==> src/rtl/core_types_pkg.sv <==
// Shared front-end predictor types: RAS geometry and the checkpoint that
// travels with each predicted branch so the backend can repair the RAS.
// Optional feature macro: RAS_TOP_REPAIR_EN adds top_target to the checkpoint.
package core_types_pkg;

  localparam int unsigned RAS_ENTRIES      = 8;   // power of 2
  localparam int unsigned RAS_TARGET_WIDTH = 31;  // PC[31:1]
  localparam int unsigned LOG_RAS_ENTRIES  = $clog2(RAS_ENTRIES);
  localparam int unsigned RAS_COUNT_WIDTH  = LOG_RAS_ENTRIES + 1;

  // Snapshot of RAS state captured at prediction time.
  typedef struct packed {
    logic [LOG_RAS_ENTRIES-1:0]  index;
    logic [RAS_COUNT_WIDTH-1:0]  count;
`ifdef RAS_TOP_REPAIR_EN
    logic [RAS_TARGET_WIDTH-1:0] top_target;
`endif
  } ras_checkpoint_t;

endpackage

==> src/rtl/ras.sv <==
// Return Address Stack for the fetch predict stage.
// Circular stack; ras_index points at the most recently pushed entry and
// ras_count tracks occupancy (saturating at RAS_ENTRIES, oldest overwritten).
// Ports:
//   CLK, RST            clock, synchronous active-high reset
//   push_valid/_target  predicted call: push link target
//   pop_valid           predicted return: pop top entry
//   pop_target/pop_hit  zero-latency view of the current top entry
//   ras_index/ras_count current state, checkpointed with each branch
//   update_*            restore a checkpoint on mispredict/flush
// Optional feature macro: RAS_TOP_REPAIR_EN adds update_top_target, which
// also rewrites array[update_ras_index] on restore.
module ras
  import core_types_pkg::*;
(
  input  logic                        CLK,
  input  logic                        RST,
  input  logic                        push_valid,
  input  logic [RAS_TARGET_WIDTH-1:0] push_target,
  input  logic                        pop_valid,
  output logic [RAS_TARGET_WIDTH-1:0] pop_target,
  output logic                        pop_hit,
  output logic [LOG_RAS_ENTRIES-1:0]  ras_index,
  output logic [RAS_COUNT_WIDTH-1:0]  ras_count,
  input  logic                        update_valid,
  input  logic [LOG_RAS_ENTRIES-1:0]  update_ras_index,
`ifdef RAS_TOP_REPAIR_EN
  input  logic [RAS_TARGET_WIDTH-1:0] update_top_target,
`endif
  input  logic [RAS_COUNT_WIDTH-1:0]  update_ras_count
);

  logic [RAS_TARGET_WIDTH-1:0] r_stack [RAS_ENTRIES];
  logic [LOG_RAS_ENTRIES-1:0]  r_index;
  logic [RAS_COUNT_WIDTH-1:0]  r_count;

  ras_checkpoint_t             w_ckpt;
  logic [LOG_RAS_ENTRIES-1:0]  w_index_inc;
  logic [LOG_RAS_ENTRIES-1:0]  w_index_dec;
  logic                        w_empty;
  logic                        w_full;

  // Bundle the restore inputs into the checkpoint view.
  always_comb begin
    w_ckpt            = '0;
    w_ckpt.index      = update_ras_index;
    w_ckpt.count      = update_ras_count;
`ifdef RAS_TOP_REPAIR_EN
    w_ckpt.top_target = update_top_target;
`endif
  end

  // Index arithmetic wraps naturally in LOG_RAS_ENTRIES bits.
  assign w_index_inc = r_index + LOG_RAS_ENTRIES'(1);
  assign w_index_dec = r_index - LOG_RAS_ENTRIES'(1);
  assign w_empty     = (r_count == '0);
  assign w_full      = (r_count == RAS_COUNT_WIDTH'(RAS_ENTRIES));

  // State update; priority RST > update > push/pop.
  always_ff @(posedge CLK) begin
    if (RST) begin
      r_index <= '0;
      r_count <= '0;
      for (int i = 0; i < int'(RAS_ENTRIES); i++) begin
        r_stack[i] <= '0;
      end
    end else if (update_valid) begin
      r_index <= w_ckpt.index;
      r_count <= w_ckpt.count;
`ifdef RAS_TOP_REPAIR_EN
      r_stack[w_ckpt.index] <= w_ckpt.top_target;
`endif
    end else if (push_valid && pop_valid) begin
      // Return+link: replace the top in place.
      r_stack[r_index] <= push_target;
      if (w_empty) begin
        r_count <= RAS_COUNT_WIDTH'(1);
      end
    end else if (push_valid) begin
      // When full the wrapped write lands on the oldest entry.
      r_stack[w_index_inc] <= push_target;
      r_index              <= w_index_inc;
      if (!w_full) begin
        r_count <= r_count + RAS_COUNT_WIDTH'(1);
      end
    end else if (pop_valid && !w_empty) begin
      r_index <= w_index_dec;
      r_count <= r_count - RAS_COUNT_WIDTH'(1);
    end
  end

  // Zero-latency read of the pre-edge top; stale on underflow.
  assign pop_target = r_stack[r_index];
  assign pop_hit    = !w_empty;
  assign ras_index  = r_index;
  assign ras_count  = r_count;

endmodule

==> config.mk <==
export PLATFORM = sky130hd
export DESIGN_NAME = ras
export DESIGN_NICKNAME = d
export VERILOG_FILES = /design/src/rtl/core_types_pkg.sv /design/src/rtl/ras.sv
export SDC_FILE = /design/constraint.sdc
export NUM_CORES = 1
export LEC_CHECK = 0
export CAP_MARGIN = 20
export CORE_MARGIN = 3
export CORE_UTILIZATION = 51
export DETAILED_ROUTE_END_ITERATION = 10
export PLACE_DENSITY = 0.74
export SETUP_SLACK_MARGIN = 0.15
export SLEW_MARGIN = 25
export SYNTH_ARGS = -nofsm -noshare
export SYNTH_HDL_FRONTEND = slang
export SYNTH_SLANG_ARGS = --single-unit
==> constraint.sdc <==
create_clock -name CLK -period 3.4 [get_ports CLK]
set_input_delay 0.68 -clock CLK [delete_from_list [all_inputs] [get_ports CLK]]
set_output_delay 0.68 -clock CLK [all_outputs]
set_load 0.02 [all_outputs]
==> results.yml <==
run_status:
  outcome: "finished clean"
worst_setup_path:
  cp-start-kind: "flip-flop"
  cpPeakStageDelay_ns: 0.55
  rrSetupSlack_ns: 0.89
  critPathSlowestCell: "mux4_2"
  criticalPathCategory: "flip-flop to primary output"
  rr_worst_depth: 7
  worstPathCellList: "buf_12 > mux4_2 > mux2_2 > clkdlybuf4s50_1"
  cp_num_buf_inv: 2
  r2r-end: "r_stack[7][13]"
  critPathTopFamily: "multiplexers"
  end_kind: "primary output"
  critPathMaxFanout: 10
  cp.required_ns: 2.72
  r2r-start: "ras_index[0]"
  crit_arrival_ns: 2.57
hold_path:
  min_path_cells: 2
  hp-class: "flip-flop to flip-flop"
  hp-start: "ras_count[0]"
  whs_endpoint: "ras_count[0]"
cells_and_area:
  final_cells: 1155
  diodes: 0
  syn2layout_area_growth_pct: 19.0
  final_util_pct: 62.0
  final_area_um2: 14100
  layout-drive-gt1-share_pct: 22.1
  nNetsFinal: 899
timing:
  max_slew_margin_pct: 60.1
  worst_slew_pin_slew_ns: 0.595
  fin_crit_ns: 3.25
  setup_slack_ns: 0.150
  tns_ns: 0
  rsz0062_at_grt: "true"
  finClkSkew_ns: 0.0127
  hold_viol: 0
  timing.fmax_ghz: 0.308
  whs_ns: 0.616
  period_share_pct: 95.6
  drv_slew: 0
  setup_viol: 0
synth:
  synthFlopType: "edfxtp_1"
  synth_area_leaders: "edfxtp_1, and2_1, mux4_2"
  syn_avg_cell_area_um2: 15.9
  synth.distinct_cells: 44
  syn_area_um2: 11800
  syn_inst: 745
  yosysTopAreaCellShare_pct: 63.0
  synthXorXnorAreaFrac_pct: 0.148
  synth_top_family_by_area: "simple AND/OR/NAND/NOR gates"
  synthMuxAreaShare_pct: 14.8
  mappedNetlistNets: 793
  synth_edf_count: 248
  synth_fa_ha_area_share_pct: 0.592
  yosysWarnings: 0
  ys_seq_area_share_pct: 64.7
  ys_top_cells_by_count: "and2_1, edfxtp_1, mux4_2, mux2_2, clkbuf_1"
  yosys.area_share.simple_pct: 15.7
  ys_ff_latch: 258
  synth_compound_area_share_pct: 2.14
  synth_top_cell_by_area: "edfxtp_1"
  synth-async-reset-ratio_pct: 0
cts:
  clock_latency_ns: 0.52
  root_buffer: "clkbuf_16"
  ctsHoldBuffers: 0
  h-tree-depth: 1
  cts_tree: "done"
  cts.clk_slew.worst_paths_ns: 0.06
  cts_inserted_buffers: 27
  clock-sinks: 258
  cts_buffer_depth: 3
placement:
  place_worst_setup_slack_ns: 0.262
  io_buffers: 81
  placed_cells: 1100
  place.gp.congestion: 0.830
  dp_hpwl_um: 16000
  dpl_cell_area_um2: 13100
routing:
  dr.pass1.iters: 8
  routedWlPerCell_um: 22.5
  routed_wirelength_um: 26000
  drt-initial-drc-count: 455
  drcViolationCount: 0
  num_vias: 6626
  vias_per_cell: 5.74
  ant_nets: 0
die:
  dieArea_um2: 25100
  die_w_um: 158
  std_cell_rows: 55
  initial_core_util_pct: 52.1
  core_area_um2: 22700
  io_pins: 82
  die_h_um: 158
global_routing:
  first_global_vias: 7223
  antenna_found_initial: 0
  grt_pass1_wl_um: 40500
  track_usage_pct: 21.2
  gr-total-overflow: 0
  grt_max_degree: 37
power_and_ir_drop:
  power.density_nw_per_um2: 526
  power_mw: 7.40
  ir_drop_mv: 0.446
  power_leakage_nw: 5.42
job:
  max-cap-violations: 0
cell type report:
cell class | count | area, um2
clock buffers | 40 | 754
inverters | 8 | 30.0
well taps | 285 | 357
multi-input cells | 432 | 3960
repair buffers | 124 | 1270
clock inverters | 8 | 43.8
flip-flops and latches | 258 | 7650
fillers | 1671 | 8630
worst min-delay path: stages, from the launching register on:
cell     delay [ns]
dfxtp_1        0.40
nand3_1        0.11
a21oi_1        0.06
placed cells by master (no fill, tap or decap), types with 6 or more instances in the layout:
cell / netlist / routed
and2_1: 248 / 248
buf_4: 0 / 35
clkbuf_1: 27 / 10
clkbuf_16: 0 / 28
clkdlybuf4s50_1: 0 / 52
dfxtp_1: 10 / 8
dlymetal6s2s_1: 0 / 26
edfxtp_1: 248 / 248
inv_1: 8 / 8
mux2_2: 31 / 31
mux4_2: 62 / 62
o21ai_0: 6 / 6
or2_2: 8 / 8
worst max path at each step:
stage	cells past startpoint	slack, ns	startpoint	endpoint
finish	4	0.15	flip-flop	pop_target[16]
detailed placement	6	0.26	pop_valid	r_stack[0][2]
floorplan	5	0.80	RST	r_stack[4][0]
global placement	6	0.39	RST	r_stack[7][19]
CTS	4	0.08	flip-flop	pop_target[30]
global route	4	0.07	flip-flop	pop_target[16]
layer usage:
layer	track usage, %	routed length (um)	vias up
li1	-	-	2996
met1	28.3	10600	3367
met2	36.8	13400	225
met3	3.56	1620	38
met4	5.24	474	0
met5	0	0	-
kinds of logic (layout without fill, tap and decap cells):
| group | after synthesis | count (layout) |
|---|---|---|
| and+or+nand+nor | 299 | 299 |
| DFF | 258 | 258 |
| muxes | 93 | 93 |
| buffers and inverters | 55 | 180 |
| AOI/OAI and AO/OA | 33 | 33 |
| adders and majority gates | 5 | 5 |
| xor gates and xnor gates | 2 | 2 |
flip-flops by register name, summed over array words and instances (netlist names), named ones only:
signal,flops
ras_count,4
ras_index,3
r_stack,248
power breakdown:
part,switching (mW),internal (mW),leakage (nW)
Combinational,0.513,0.507,2.38
Sequential,0.0744,3.63,2.65
Clock,1.15,1.53,0.390
Total,1.74,5.67,5.42
repair_timing:
action,in CTS,in global routing
gates cloned,0,1
endpoints found under the setup margin,28,27
resized for setup,4,29
setup buffers,3,3
No activity file was read; power rests on OpenSTA's default activity.
